### config.mk
export PLATFORM = sky130hd
export DESIGN_NAME = aes_input_loader
export DESIGN_NICKNAME = d
export VERILOG_FILES = /design/src/rtl/aes_input_loader.sv
export SDC_FILE = /design/constraint.sdc
export NUM_CORES = 1
export LEC_CHECK = 0
export BUFFER_PORTS_ARGS = -buffer_cell sky130_fd_sc_hd__buf_4
export CORE_MARGIN = 4
export CORE_UTILIZATION = 60
export DETAILED_ROUTE_END_ITERATION = 6
export PLACE_DENSITY = 0.89
export SLEW_MARGIN = 20
export SYNTH_ARGS = -nofsm -noshare
export SYNTH_HDL_FRONTEND = slang
export SYNTH_SLANG_ARGS = --single-unit
### constraint.sdc
create_clock -name clk -period 3.39 [get_ports clk]
set_clock_uncertainty 0.15 [all_clocks]
set_input_delay 0.678 -clock clk [delete_from_list [all_inputs] [get_ports clk]]
set_output_delay 0.678 -clock clk [all_outputs]
set_load 0.02 [all_outputs]
### src/rtl/aes_input_loader.sv
// rtl/aes_input_loader.sv - byte-serial framer that assembles key/message and commits them to the AES core
module aes_input_loader #(
   parameter int nk = 4
) (
   input  logic             clk,
   input  logic             rst,
   input  logic [7:0]       in_byte,
   input  logic             in_valid,
   output logic             in_ready,
   input  logic             core_busy,
   output logic [0:127]     Message,
   output logic [0:32*nk-1] Key,
   output logic             start,
   output logic             key_valid,
   output logic             err
);
   localparam int         KEY_BYTES = 4 * nk;
   localparam logic [5:0] KEY_LAST  = 6'(KEY_BYTES - 1);
   localparam logic [5:0] MSG_LAST  = 6'd15;
   localparam logic [7:0] HDR_K     = 8'h4B;
   localparam logic [7:0] HDR_M     = 8'h4D;

   typedef enum logic [1:0] {S_IDLE, S_KEY, S_MSG, S_WAIT} state_t;

   state_t           state;
   logic [5:0]       cnt;
   logic [0:127]     shadow_msg;
   logic [0:32*nk-1] shadow_key;
   logic             frame_k;
   logic             take;

   assign take = in_valid && in_ready;

   always_ff @(posedge clk) begin
      if (rst) begin
         state      <= S_IDLE;
         cnt        <= '0;
         shadow_msg <= '0;
         shadow_key <= '0;
         frame_k    <= 1'b0;
         Message    <= '0;
         Key        <= '0;
         start      <= 1'b0;
         err        <= 1'b0;
         key_valid  <= 1'b0;
         in_ready   <= 1'b1;
      end else begin
         start <= 1'b0;
         err   <= 1'b0;
         case (state)
            S_IDLE: begin
               if (take) begin
                  if (in_byte == HDR_K) begin
                     state   <= S_KEY;
                     cnt     <= '0;
                     frame_k <= 1'b1;
                  end else if (in_byte == HDR_M && key_valid) begin
                     state   <= S_MSG;
                     cnt     <= '0;
                     frame_k <= 1'b0;
                  end else begin
                     err <= 1'b1;
                  end
               end
            end
            S_KEY: begin
               if (take) begin
                  // Byte i of the field occupies bits [8i:8i+7], so the first byte is the MSB.
                  for (int i = 0; i < KEY_BYTES; i++) begin
                     if (cnt == 6'(i)) shadow_key[8*i +: 8] <= in_byte;
                  end
                  if (cnt == KEY_LAST) begin
                     state <= S_MSG;
                     cnt   <= '0;
                  end else begin
                     cnt <= cnt + 6'd1;
                  end
               end
            end
            S_MSG: begin
               if (take) begin
                  for (int i = 0; i < 16; i++) begin
                     if (cnt == 6'(i)) shadow_msg[8*i +: 8] <= in_byte;
                  end
                  if (cnt == MSG_LAST) begin
                     state    <= S_WAIT;
                     cnt      <= '0;
                     in_ready <= 1'b0;
                  end else begin
                     cnt <= cnt + 6'd1;
                  end
               end
            end
            S_WAIT: begin
               // Commit key and message together so the core never sees a mixed pair.
               if (!core_busy) begin
                  Message <= shadow_msg;
                  if (frame_k) begin
                     Key       <= shadow_key;
                     key_valid <= 1'b1;
                  end
                  start    <= 1'b1;
                  state    <= S_IDLE;
                  in_ready <= 1'b1;
               end
            end
            default: begin
               state    <= S_IDLE;
               in_ready <= 1'b1;
            end
         endcase
      end
   end
endmodule

# Word level (Yosys, flattened, before mapping)
# Index checks and enable logic that the tools add are counted.
word_totals:
  ff_bits: 525
  inputBits: 12
  out_inout_bits: 260
  word_cells: 145
op_classes:
  n_addsub: 1
  eq_ne: 28
  n_mux: 23
  bitwise: 4
  reduce_logical: 48
ops:
  columns: ["operator", "n"]
  rows:
  - ["AND reduction 3 bit", 34]
  - ["equality test 6 x 4 -> 1 bit (second input constant)", 8]
  - ["2-to-1 mux 6 bit", 5]
  - ["equality test 6 x 3 -> 1 bit (second input constant)", 4]
  - ["equality test 8 x 7 -> 1 bit (second input constant)", 2]
  - ["2-to-1 mux 2 bit", 8]
  - ["equality test 6 x 2 -> 1 bit (second input constant)", 2]
  - ["inequality test 2 bit (second input constant)", 6]
  - ["one-hot mux 6 bit (2 select lines)", 1]
  - ["one-hot mux 2 bit (4 select lines)", 1]
  - ["AND reduction 4 bit", 2]
  - ["2-to-1 mux 1 bit", 7]
  - ["AND reduction 7 bit", 1]
  - ["adder 6 x 1 -> 6 bit (second input constant)", 1]
  - ["equality test 6 x 1 -> 1 bit (second input constant)", 1]
  - ["zero test 6 bit", 1]
  - ["nonzero test 2 bit", 3]
  - ["equality test 2 bit (second input constant)", 2]
  - ["NOT 1 bit", 4]
  - ["OR reduction 2 bit", 2]
  - ["OR reduction 4 bit", 1]
  - ["inequality test 3 bit (second input constant)", 1]
  - ["equality test 2 x 1 -> 1 bit (second input constant)", 1]
  - ["logical AND 1 bit", 2]
  - ["4 further kinds", 4]

# Logic depth before layout (Yosys ltp)
logic_depth:
  depth_word: 6
  mapped_depth: 7
  depth_no_buf: 6

# Worst setup path before layout
# Ideal clock, no wire load.
synth_timing:
  kind: "input-to-reg"
  start: "input port in_byte[4]"
  end: "register state[0]"
  setup_time_ps: 123
  arrival_time_ps: 1903
  required_time_ps: 3117
  slack_ps: 1214
  cell_stages: 5
  n_path_buf: 1
  path_cell_list: "clkbuf_1 > and4bb_2 > o2111ai_1 > a221oi_2 > mux2_1"
synth_via:
  elab_chain_len: 4
synth_rtl:
  columns: ["item", "line_no", "text"]
  rows:
  - ["from (decl)", "7", "input logic [7:0] in_byte,"]
  - ["equality test 8 x 7 -> 1 bit, on equally long branches", "57, 53", null]
  - ["logical AND 1 bit or 2-to-1 mux 2 bit (tied branches)", "57, 53", null]
  - ["inequality test 3 bit (no source line) or 2-to-1 mux 2 bit (tied branches)", null, null]
  - ["AND reduction 7 bit (no source line) or one-hot mux 2 bit (4 select lines) (tied branches)", null, null]
  - ["to (signal assigned)", "54", "state <= S_KEY;"]
  - ["to (signal assigned)", "58", "state <= S_MSG;"]
  - ["to (signal assigned)", "73", "state <= S_MSG;"]
  - ["to (decl)", "25", "state_t state;"]
# Parallel ways exist; a longest one is shown, timed or not. The select of a mux whose other input is x is not followed.
# A chain may end at the register's enable or synchronous reset.

# Worst setup path after layout
layout_timing:
  start: "register in_ready"
  end: "output port in_ready"
layout_rtl:
  columns: ["item", "line_no", "text"]
  rows:
  - ["from (decl)", "9", "output logic in_ready,"]
  - ["from (signal assigned)", "46", "in_ready <= 1'b1;"]
  - ["from (signal assigned)", "88", "in_ready <= 1'b0;"]
  - ["from (signal assigned)", "104", "in_ready <= 1'b1;"]
# No word-level cell between the ends.

==> run metrics <==
library cell with the highest instance count after synthesis sky130_fd_sc_hd__dfxtp_1; worst path buffer plus inverter count 1; synthesized instance count 2084; post-CTS sizing 0; hold depth 2; leakage power total 8.758 nW; TritonCTS clock tree built; area enclosed by the die boundary 35070 um2; reg2reg start cnt[3]$_SDFFE_PP0P_; largest fanout on the critical path 14; placed instance count between 2k and 3k; Hold-fix buffers, CTS 0; Max Fclk 384.1 MHz; syn_nets 2105; final layout net count 2294; average wire per cell in the routed design 17.48 um; launching element type of the critical path flip-flop; cell type group with the largest total delay on the critical path flip-flops; I/O pin total 272; number of slew-limit violations in the final report 0; total setup buffers inserted after CTS 0; placeable core region 31640 um2; Worst Tran Pin Value 0.9304 ns; critical path's slowest cell sky130_fd_sc_hd__dfxtp_1; async set-reset flop share out of synthesis 0; Die H ~190 um; number of DRC violations after detailed routing 0; worst setup slack after layout approximately 0.8 ns; main area contributors after synthesis sky130_fd_sc_hd__dfxtp_1 (55%), sky130_fd_sc_hd__mux2i_1 (13%), sky130_fd_sc_hd__nand2_1 (10%); total of buffers placed on input and output ports about 270; Starting DRT DRC Count around 1.1k; worst reg2reg path endpoint shadow_msg[81]$_SDFFE_PP0P_; Hold Path Class reg -> reg; layout cells sized above 1 0.1808; Bufs on Longest Clock Path 3; number of synthesized flops with an enable pin 0; min-delay src shadow_key[126]$_SDFFE_PP0P_; mean cell area of the mapped netlist 9.253 um2; largest net degree at the start of global routing 129; endpoint arrival time on the critical path 1.78 ns; detailed-route via count 15.00k; cell chain of the critical path buf_4; peak ir drop on the vdd network 0.4689 mV; row count 65; period utilisation layout 0.7679; category of the critical setup timing path reg -> out; worst-case hold path end point Key[126]$_SDFFE_PP0P_; total stage count of the critical path 1; initial core utilization 0.6095; post-layout minimum cycle time 2.603 ns; Slowest Stage Delay on Critical Path around 0.93 ns; GRT Resource Usage Total 0.2607; endpoint class of the critical path primary output; total overflow reported by the global router 0; antenna violations before repair 1; most common flop cell mapped by yosys sky130_fd_sc_hd__dfxtp_1; routability-driven placement congestion ratio between 0.7 and 0.8; worst setup slack after placement 0.8492 ns; number of hold violations in the final report 0; setup repair after global routing missed its margin false; x dimension of the die around 190 um; maxcap violations 0; Worst Path Required between 2 and 3 ns; TritonCTS buffer count 50; area growth from synthesis to layout 20.21%; Slew Limit Headroom 0.3789; Root Driver sky130_fd_sc_hd__clkbuf_16; clock latency reported for the late side of the worst-skew pair 0.54 ns; Synthesis Warnings 0; register bit count reported by yosys 525; drt pass-1 iters 5; power density normalized to cell area 531.5 nW/um2; Register-to-Register Setup Slack 0.93 ns; proportion of netlist area held by the largest area contributor 0.5451; status completed; via count of the first global-routing pass roughly 15k; placed wire-length estimate 29.17 mm; sequential area share after synthesis 0.5451; ranking of synthesized cells by instance count sky130_fd_sc_hd__dfxtp_1 (525), sky130_fd_sc_hd__nand2_1 (516), sky130_fd_sc_hd__nor2_1 (264), sky130_fd_sc_hd__a21oi_1 (260), sky130_fd_sc_hd__mux2i_1 (258); first-pass GRT wire length roughly 77 mm; Worst Reg-to-Reg Cells 5; mapped cell area slightly below 20000 um2; endpoints failing setup 0; H-tree levels 2; antenna viol nets, final 0; count of different cell masters after synthesis 47; count of fill cells added during filler insertion 2109; count of inserted antenna diode cells 0; biggest area consumer among synthesized cells sky130_fd_sc_hd__dfxtp_1; vias per inst ~5.5; routed wire length 47.45 mm; setup_tns 0 ns; clock slew at reported path FFs 0.06 ns; number of standard cells in the final layout excluding fillers 2714; sink count of the clock tree 525
==> power by group <==
part,internal [mW],switching (mW)
Combinational,0.0713,0.247
Sequential,6.18,0.00702
Clock,3.53,2.29
Total,9.78,2.54
==> stage by stage <==
| stage | util | hold slack, ns | power, mW | area (um2) |
|---|---|---|---|---|
| 5_1_grt | 0.7326 | 0.3103 | 12.67 | 23180 |
| 3_5_place_dp | 0.6774 | 0.2913 | 6.636 | 21430 |
| 4_1_cts | 0.7326 | 0.2966 | 12.38 | 23180 |
| 3_3_place_gp | 0.6774 | 0.2860 | 6.626 | 21430 |
| 2_1_floorplan | - | 0.2812 | 6.552 | 19280 |
| 6_report | 0.7326 | 0.2945 | 12.32 | 23180 |
==> worst max-delay path by stage <==
stage          slack (ns)                  start               endpoint
3_3_place_gp         0.89             in_byte[2]  state[0]$_SDFFE_PP0P_
6_report             0.79  in_ready$_SDFFE_PP1P_               in_ready
3_5_place_dp         0.85             in_byte[1]    cnt[5]$_SDFFE_PP0P_
5_1_grt              0.71  in_ready$_SDFFE_PP1P_               in_ready
2_1_floorplan        1.21             in_byte[4]  state[0]$_SDFFE_PP0P_
4_1_cts              0.78  in_ready$_SDFFE_PP1P_               in_ready
==> tightest hold or removal path: cells and delay by family, from the launching register on <==
family          cells  cell delay, ns
flops               1            0.31
simple gates        1            0.05
compound gates      1            0.05
==> registers in the layout, indices dropped and copies added, names as in the netlist <==
register	cells
shadow_key	128
state	2
Message	128
in_ready	1
cnt	6
start	1
err	1
Key	128
shadow_msg	128
frame_k	1
key_valid	1
==> layout make-up <==
| class | instances | area, um2 | area share |
|---|---|---|---|
| tap | 402 | 503.0 | 0.02170 |
| multi-input combinational | 1398 | 8112 | 0.3500 |
| clock inverter | 17 | 242.7 | 0.01047 |
| inverter | 7 | 26.28 | 0.001134 |
| sequential | 525 | 10510 | 0.4534 |
| clock buffer | 74 | 1505 | 0.06494 |
| timing repair buffer | 291 | 2280 | 0.09835 |
==> cell families (layout without fill, tap and decap cells) <==
group,count (synthesis),after routing,share of synthesized area
fa+ha+maj,9,9,0.005840
mux,259,259,0.1345
flops,525,525,0.5451
compound gates,279,279,0.07676
simple gates,851,851,0.2023
buf+inv,161,389,0.03556
==> cells in the final DEF (no fill, tap or decap), types with 7 or more instances in the layout <==
| cell type | n |
|---|---|
| sky130_fd_sc_hd__clkbuf_16 | 53 |
| sky130_fd_sc_hd__nand2_1 | 515 |
| sky130_fd_sc_hd__nand3_1 | 7 |
| sky130_fd_sc_hd__dfxtp_1 | 525 |
| sky130_fd_sc_hd__buf_4 | 283 |
| sky130_fd_sc_hd__nor2_1 | 264 |
| sky130_fd_sc_hd__clkbuf_8 | 10 |
| sky130_fd_sc_hd__nor2_8 | 26 |
| sky130_fd_sc_hd__a21oi_1 | 260 |
| sky130_fd_sc_hd__buf_12 | 7 |
| sky130_fd_sc_hd__mux2i_1 | 258 |
| sky130_fd_sc_hd__nand4_4 | 8 |
| sky130_fd_sc_hd__inv_1 | 7 |
| sky130_fd_sc_hd__ha_1 | 9 |
| sky130_fd_sc_hd__clkinv_2 | 9 |
| sky130_fd_sc_hd__clkbuf_1 | 11 |
==> layer usage <==
layer	global-route usage	vias to the layer above	share of wire
li1	-	7191	-
met3	0.04759	116	0.065
met1	0.3291	7123	0.41
met4	0.08817	2	0.030
met2	0.4519	569	0.49
met5	0	-	0.00027
Power figures use the tool's default switching activity.
